File: src/rtl/even_pipe_pkg.sv
// Shared types for the result-staging pipe: pipe entry, unit encoding and
// helpers for per-unit latency lookup.
package even_pipe_pkg;
  localparam int PKG_W     = 128;
  localparam int PKG_AW    = 7;
  localparam int PKG_DEPTH = 7;
  localparam int STG_W     = $clog2(PKG_DEPTH + 1);

  typedef enum logic [1:0] {FP = 2'd0, FX2 = 2'd1, BYTE = 2'd2, FX1 = 2'd3} unit_e;

  typedef struct packed {
    logic              valid;
    logic              killed;
    logic              write;
    unit_e             unit;
    logic [PKG_AW-1:0] addr;
    logic              ready;
    logic [PKG_W-1:0]  data;
  } entry_t;

  // LAT is written as a concatenation with unit 0 leftmost, so unit u lives
  // in the nibble counted from the top.
  function automatic logic [3:0] lat_of(input logic [63:0] lat, input int u, input int n);
    return lat[(n-1-u)*4 +: 4];
  endfunction
endpackage

File: src/rtl/even_result_pipe_if.sv
// Issue / operand / result / writeback bundle of the result-staging pipe.
interface even_result_pipe_if #(
  parameter int W         = 128,
  parameter int AW        = 7,
  parameter int NUM_UNITS = 4,
  parameter int NSRC      = 3
);
  logic                          iss_valid;
  logic [$clog2(NUM_UNITS)-1:0]  iss_unit;
  logic [AW-1:0]                 iss_rt_addr;
  logic                          iss_reg_write;
  logic [NSRC-1:0]               src_valid;
  logic [NSRC-1:0][AW-1:0]       src_addr;
  logic [NUM_UNITS-1:0]          res_valid;
  logic [NUM_UNITS-1:0][W-1:0]   res_data;
  logic                          flush;
  logic                          stall;
  logic [NSRC-1:0]               fwd_hit;
  logic [NSRC-1:0][W-1:0]        fwd_data;
  logic                          wb_valid;
  logic [AW-1:0]                 wb_addr;
  logic [W-1:0]                  wb_data;
  logic                          err_orphan;
  logic                          err_missing;
  logic [31:0]                   stall_cnt;

  modport master (
    output iss_valid, iss_unit, iss_rt_addr, iss_reg_write, src_valid, src_addr,
           res_valid, res_data, flush,
    input  stall, fwd_hit, fwd_data, wb_valid, wb_addr, wb_data, err_orphan,
           err_missing, stall_cnt
  );
  modport slave (
    input  iss_valid, iss_unit, iss_rt_addr, iss_reg_write, src_valid, src_addr,
           res_valid, res_data, flush,
    output stall, fwd_hit, fwd_data, wb_valid, wb_addr, wb_data, err_orphan,
           err_missing, stall_cnt
  );
endinterface

File: src/rtl/fwd_match.sv
// Youngest-first producer search for one source operand; reports a ready hit
// or a hazard on an in-flight, not-yet-ready producer.
module fwd_match
  import even_pipe_pkg::*;
#(
  parameter int DEPTH = 7,
  parameter int AW    = 7,
  parameter int W     = 128
) (
  input  entry_t [DEPTH:1] ents,
  input  logic             src_valid,
  input  logic [AW-1:0]    src_addr,
  output logic             hit,
  output logic             hazard,
  output logic [W-1:0]     data
);
  logic found;
  logic unused_unit;

  always_comb begin
    hit         = 1'b0;
    hazard      = 1'b0;
    data        = '0;
    found       = 1'b0;
    unused_unit = 1'b0;
    for (int s = 1; s <= DEPTH; s++) begin
      unused_unit = unused_unit ^ (^ents[s].unit);
      // First match wins, so an older ready copy never masks a younger stale one.
      if (!found && src_valid && ents[s].valid && !ents[s].killed &&
          ents[s].write && ents[s].addr == src_addr) begin
        found  = 1'b1;
        hit    = ents[s].ready;
        hazard = !ents[s].ready;
        data   = ents[s].ready ? ents[s].data : '0;
      end
    end
  end
endmodule

File: src/rtl/even_result_pipe.sv
// Result-staging shift pipe: captures unit results at their completion stage,
// forwards ready values, stalls on unready producers, single writeback port.
module even_result_pipe
  import even_pipe_pkg::*;
#(
  parameter int                     W           = 128,
  parameter int                     AW          = 7,
  parameter int                     NUM_UNITS   = 4,
  parameter logic [NUM_UNITS*4-1:0] LAT         = {4'd6, 4'd4, 4'd4, 4'd2},
  parameter int                     DEPTH       = 7,
  parameter int                     NSRC        = 3,
  parameter int                     FLUSH_DEPTH = 2
) (
  input logic               clk,
  input logic               reset,
  even_result_pipe_if.slave bus
);
  for (genvar u = 0; u < NUM_UNITS; u++) begin : g_lat_chk
    if (lat_of(64'(LAT), u, NUM_UNITS) < 1 || lat_of(64'(LAT), u, NUM_UNITS) >= DEPTH) begin : g_bad
      $error("even_result_pipe: unit latency out of range 1..DEPTH-1");
    end
  end
  if (W != PKG_W || AW != PKG_AW || NUM_UNITS > 4) begin : g_bad_cfg
    $error("even_result_pipe: W/AW/NUM_UNITS do not fit entry_t");
  end

  entry_t [DEPTH:1]        pipe_q, pipe_d;
  logic                    err_orphan_q, err_orphan_d;
  logic                    err_missing_q, err_missing_d;
  logic [31:0]             stall_cnt_q, stall_cnt_d;
  logic [NSRC-1:0]         hit, hazard;
  logic [NSRC-1:0][W-1:0]  fdata;
  logic                    stall, issue_ok, miss_now, wb_fire;
  int                      lat;

  for (genvar i = 0; i < NSRC; i++) begin : g_src
    fwd_match #(.DEPTH(DEPTH), .AW(AW), .W(W)) u_fm (
      .ents     (pipe_q),
      .src_valid(bus.src_valid[i]),
      .src_addr (bus.src_addr[i]),
      .hit      (hit[i]),
      .hazard   (hazard[i]),
      .data     (fdata[i])
    );
  end

  always_comb begin
    stall         = bus.iss_valid & (|hazard);
    issue_ok      = bus.iss_valid & ~stall & ~bus.flush;
    pipe_d        = '0;
    err_orphan_d  = err_orphan_q;
    lat           = 0;
    if (issue_ok) begin
      pipe_d[1].valid = 1'b1;
      pipe_d[1].write = bus.iss_reg_write;
      pipe_d[1].unit  = unit_e'(bus.iss_unit);
      pipe_d[1].addr  = bus.iss_rt_addr;
    end
    for (int s = 2; s <= DEPTH; s++) begin
      pipe_d[s] = pipe_q[s-1];
      if (bus.flush && (s - 1) <= FLUSH_DEPTH) pipe_d[s].killed = 1'b1;
    end
    // Killed entries still take their result so it is not reported as orphaned.
    for (int u = 0; u < NUM_UNITS; u++) begin
      lat = int'(lat_of(64'(LAT), u, NUM_UNITS));
      if (bus.res_valid[u]) begin
        if (pipe_q[lat].valid && int'(pipe_q[lat].unit) == u) begin
          pipe_d[lat+1].ready = 1'b1;
          pipe_d[lat+1].data  = bus.res_data[u];
        end else begin
          err_orphan_d = 1'b1;
        end
      end
    end
    miss_now      = pipe_q[DEPTH].valid & ~pipe_q[DEPTH].killed & ~pipe_q[DEPTH].ready;
    wb_fire       = pipe_q[DEPTH].valid & ~pipe_q[DEPTH].killed & pipe_q[DEPTH].write &
                    pipe_q[DEPTH].ready;
    err_missing_d = err_missing_q | miss_now;
    stall_cnt_d   = (stall && stall_cnt_q != '1) ? stall_cnt_q + 32'd1 : stall_cnt_q;
  end

  always_ff @(posedge clk) begin
    if (reset) begin
      pipe_q        <= '0;
      err_orphan_q  <= 1'b0;
      err_missing_q <= 1'b0;
      stall_cnt_q   <= '0;
    end else begin
      pipe_q        <= pipe_d;
      err_orphan_q  <= err_orphan_d;
      err_missing_q <= err_missing_d;
      stall_cnt_q   <= stall_cnt_d;
    end
  end

  assign bus.stall       = stall;
  assign bus.fwd_hit     = hit;
  assign bus.fwd_data    = fdata;
  assign bus.wb_valid    = wb_fire;
  assign bus.wb_addr     = wb_fire ? pipe_q[DEPTH].addr : '0;
  assign bus.wb_data     = wb_fire ? pipe_q[DEPTH].data : '0;
  assign bus.err_orphan  = err_orphan_q;
  assign bus.err_missing = err_missing_q | miss_now;
  assign bus.stall_cnt   = stall_cnt_q;
endmodule

File: src/flat_wrapper.sv
// flat-port wrapper written by rule: the top's interface ports become plain ports
module even_result_pipe_flat import even_pipe_pkg::*;
#(
  parameter int                     W           = 128,
  parameter int                     AW          = 7,
  parameter int                     NUM_UNITS   = 4,
  parameter logic [NUM_UNITS*4-1:0] LAT         = {4'd6, 4'd4, 4'd4, 4'd2},
  parameter int                     DEPTH       = 7,
  parameter int                     NSRC        = 3,
  parameter int                     FLUSH_DEPTH = 2
)
  (clk, reset, bus_iss_valid, bus_iss_unit, bus_iss_rt_addr, bus_iss_reg_write, bus_src_valid, bus_src_addr, bus_res_valid, bus_res_data, bus_flush, bus_stall, bus_fwd_hit, bus_fwd_data, bus_wb_valid, bus_wb_addr, bus_wb_data, bus_err_orphan, bus_err_missing, bus_stall_cnt);
  even_result_pipe_if #(.W(W), .AW(AW), .NUM_UNITS(NUM_UNITS), .NSRC(NSRC)) bus_i ();
  input logic clk;
  input logic reset;
  input wire logic [$bits(bus_i.iss_valid)-1:0] bus_iss_valid;
  input wire logic [$bits(bus_i.iss_unit)-1:0] bus_iss_unit;
  input wire logic [$bits(bus_i.iss_rt_addr)-1:0] bus_iss_rt_addr;
  input wire logic [$bits(bus_i.iss_reg_write)-1:0] bus_iss_reg_write;
  input wire logic [$bits(bus_i.src_valid)-1:0] bus_src_valid;
  input wire logic [$bits(bus_i.src_addr)-1:0] bus_src_addr;
  input wire logic [$bits(bus_i.res_valid)-1:0] bus_res_valid;
  input wire logic [$bits(bus_i.res_data)-1:0] bus_res_data;
  input wire logic [$bits(bus_i.flush)-1:0] bus_flush;
  output wire logic [$bits(bus_i.stall)-1:0] bus_stall;
  output wire logic [$bits(bus_i.fwd_hit)-1:0] bus_fwd_hit;
  output wire logic [$bits(bus_i.fwd_data)-1:0] bus_fwd_data;
  output wire logic [$bits(bus_i.wb_valid)-1:0] bus_wb_valid;
  output wire logic [$bits(bus_i.wb_addr)-1:0] bus_wb_addr;
  output wire logic [$bits(bus_i.wb_data)-1:0] bus_wb_data;
  output wire logic [$bits(bus_i.err_orphan)-1:0] bus_err_orphan;
  output wire logic [$bits(bus_i.err_missing)-1:0] bus_err_missing;
  output wire logic [$bits(bus_i.stall_cnt)-1:0] bus_stall_cnt;
  assign bus_i.iss_valid = bus_iss_valid;
  assign bus_i.iss_unit = bus_iss_unit;
  assign bus_i.iss_rt_addr = bus_iss_rt_addr;
  assign bus_i.iss_reg_write = bus_iss_reg_write;
  assign bus_i.src_valid = bus_src_valid;
  assign bus_i.src_addr = bus_src_addr;
  assign bus_i.res_valid = bus_res_valid;
  assign bus_i.res_data = bus_res_data;
  assign bus_i.flush = bus_flush;
  assign bus_stall = bus_i.stall;
  assign bus_fwd_hit = bus_i.fwd_hit;
  assign bus_fwd_data = bus_i.fwd_data;
  assign bus_wb_valid = bus_i.wb_valid;
  assign bus_wb_addr = bus_i.wb_addr;
  assign bus_wb_data = bus_i.wb_data;
  assign bus_err_orphan = bus_i.err_orphan;
  assign bus_err_missing = bus_i.err_missing;
  assign bus_stall_cnt = bus_i.stall_cnt;
  even_result_pipe #(.W(W), .AW(AW), .NUM_UNITS(NUM_UNITS), .LAT(LAT), .DEPTH(DEPTH), .NSRC(NSRC), .FLUSH_DEPTH(FLUSH_DEPTH)) u_core (.clk(clk), .reset(reset), .bus(bus_i));
endmodule
File: config.mk
export PLATFORM = sky130hd
export DESIGN_NAME = even_result_pipe_flat
export DESIGN_NICKNAME = d
export VERILOG_FILES = /design/src/rtl/even_pipe_pkg.sv /design/src/rtl/even_result_pipe_if.sv /design/src/rtl/fwd_match.sv /design/src/rtl/even_result_pipe.sv /design/src/flat_wrapper.sv
export SDC_FILE = /design/constraint.sdc
export NUM_CORES = 2
export LEC_CHECK = 0
export CORE_AREA = 2 2 431 433
export CTS_CLUSTER_SIZE = 40
export DETAILED_ROUTE_END_ITERATION = 6
export DIE_AREA = 0 0 433 435
export PLACE_DENSITY = 0.4
export RECOVER_POWER = 100
export SLEW_MARGIN = 25
export SYNTH_ARGS = -nofsm -noshare
export SYNTH_HDL_FRONTEND = slang
export SYNTH_SLANG_ARGS = --single-unit
File: constraint.sdc
create_clock -name clk -period 9.85 [get_ports clk]
set_clock_uncertainty 0.05 [all_clocks]
set_input_delay 1.97 -clock clk [delete_from_list [all_inputs] [get_ports clk]]
set_output_delay 1.97 -clock clk [all_outputs]
set_load 0.05 [all_outputs]
==> metrics.txt <==
cells taking the most area after synthesis dfxtp_1, a211oi_1, nand2_1; Syn Area/Cell 8.073 um^2; Synth async-reset ratio 0%; die span in y 435 um; IO Count 1112; Fmax achieved 107.8 MHz; post-layout min period 9277 ps; Die ar. 188400 um^2; vias per cell 5.418; Root Buffer clkbuf_16; GRT Util Overall 27.83%; Syn Nets 5500; Critical Path AT 7260 ps; RePlAce Congestion 0.9133; Startpoint Class input port; Worst Max-Slew Pin Slew 3938 ps; cts repair resizes 0; failing checks design-rule violations, max-capacitance violations, max-slew violations; Hold Path Cell Cnt 1; Initial DRT Pass Iterations 7; drt total wl 275.0 mm; Layout area overhead 43.31%; GRT met1 Usage 33.50%; Post-CTS Hold Buffers 0; met3 usage 5.621%; clock-pin slew on the worst setup and hold paths 60 ps; global-route wire length before repair 373.9 mm; sequential-to-total area share from yosys stat 38.11%; run status finished with violations; DRC violations left 38; most common cell after layout, fill and taps aside dfxtp_1; commonest cells after routing, fill and taps aside dfxtp_1, nand2_1, clkdlybuf4s50_1, dlygate4sd3_1, a21oi_1; Max clock buf depth 3; PwrDens 132.8 nW/um^2; cell taking the most area after synthesis dfxtp_1; design area 57210 um^2; Peak VDD IR 0.0001466 V; Fin. Hold Viols 0; vias in the first global route 44255; Crit. End Element output port; post-synth top area share 38.11%; post-route antenna net violation count 0; Synth Register Bits 760; Register-to-Register Path Depth 10; Initial Util 21.69%; critical path class in2out; GRT Max-Usage Layer met2; TNS Setup 0 ps; placed inst area 53570 um^2; clock tree sinks 760; period utilization 94.19%; PortBufs 1111; Congestion Overflow GR 0; antenna violations before repair 57; synth unique cells 66; Die X-Extent 433 um; CP max FO 18; H-tree levels 3; Routed wire per std cell 32.94 um; synth warn 0; cells after synthesis 4945; CTS tree built; Worst Path Required 7830 ps; RSZ-0062 raised after global routing no; post-synthesis cell area 39920 um^2; Leakage Power 0.02209 uW; Skew-Pair Late Insertion Delay 770 ps; max-cap check violation count 13; Nets 6308; fraction of layout cells with a size suffix above 1 5.571%; DR iter-0 viols 5293; routed vias 45238; Site Rows 158; Post-synth EDFFs 0; Top FF cell, synth dfxtp_1; Slew headroom -162.5%; largest net degree at the start of global routing 162; Core Area 184000 um^2; GR Util met2 45.89%; postcts setup bufs 0; Num CTS Buffers 103; Hold Crit Class reg2reg; HPWL after detailed placement 186.4 mm; Slew Viols, Final 872; final setup fails 0
cells by family (layout without fill, tap and decap cells):
group,count (synthesis),after routing,synth area share [%]
flip-flops,760,760,38.11
buffers and inverters,545,1434,5.309
XOR/XNOR,148,148,3.247
AO/OA/AOI/OAI,1679,1679,28.99
multiplexers,138,138,3.488
adder cells (fa/ha/maj),1,1,0.03134
other,0,36,0
AND/OR/NAND/NOR,1674,1674,20.83
synth_stat cells, types with 129 or more instances:
cell type / number
nor2_1: 285
clkbuf_1: 453
a222oi_1: 163
nand2_1: 598
mux2i_1: 129
a21oi_1: 378
nor2b_1: 335
o22ai_1: 197
dfxtp_1: 760
a211oi_1: 326
a32o_1: 212
and2_1: 247
o21ai_0: 321
cell type report:
class / count / area [um^2]
Fill cell: 19521 / 126800
Timing Repair Buffer: 1233 / 12380
Multi-Input combinational cell: 3640 / 22700
Clock inverter: 47 / 740.7
Sequential cell: 760 / 15230
Inverter: 15 / 56.30
Antenna cell: 36 / 90.09
Tap cell: 2480 / 3103
Clock buffer: 139 / 2913
path summary, 6_finish.rpt:
path                                          from                        to  slack (ps)
worst max-delay path              bus_src_addr[16]         bus_fwd_data[364]         570
worst min-delay path            u_core.pipe_d[842]        u_core.pipe_d[983]         390
worst max register to register  u_core.pipe_q[974]  u_core.bus.stall_cnt[25]        4470
worst min register to register  u_core.pipe_d[842]        u_core.pipe_d[983]         390
metrics by stage:
stage	instances	setup WS [ps]	power, uW	hold slack, ps	util [%]
floorplan	4945	2918	3242	363.8	-
global placement	8128	1008	3542	367.8	29.11
detailed placement	8128	981.8	3538	379.5	29.11
CTS	8314	949.3	7710	392.4	31.09
global route	8338	457.5	7821	408.1	31.07
finish	8350	572.7	7597	386.7	31.08
worst max-delay path, stage by stage:
cell and delay [ps]:
clkdlybuf4s50_1 690, xnor2_1 240, nand4_1 110, nor4_1 90
buf_4 150, nor3_1 380, and3_1 1360, clkbuf_2 700
a222oi_1 140, nand2_1 100, o21ai_0 240, o21ai_0 190
clkdlybuf4s50_1 850
per-layer routing:
layer  routed length [um]  vias up
met2               128900     2424
met1               109100    22386
li1                     -    19849
met3                20260      547
met5                  228        -
met4                16490       32
power by group:
| group | switching (uW) | leakage [uW] | internal, uW | total (uW) |
|---|---|---|---|---|
| clock network | 1650 | 0.00177 | 2470 | 4130 |
| logic | 163 | 0.0142 | 221 | 384 |
| registers | 9.98 | 0.00612 | 3080 | 3090 |
| total | 1830 | 0.0221 | 5770 | 7600 |
flip-flops by register name, summed over array words and instances, names as in the netlist:
name,flops
u_core.pipe_q,398
u_core.pipe_d,328
u_core.bus.stall_cnt,32
u_core.bus.err_orphan,1
u_core.err_missing_q,1
Power figures use the tool's default switching activity.
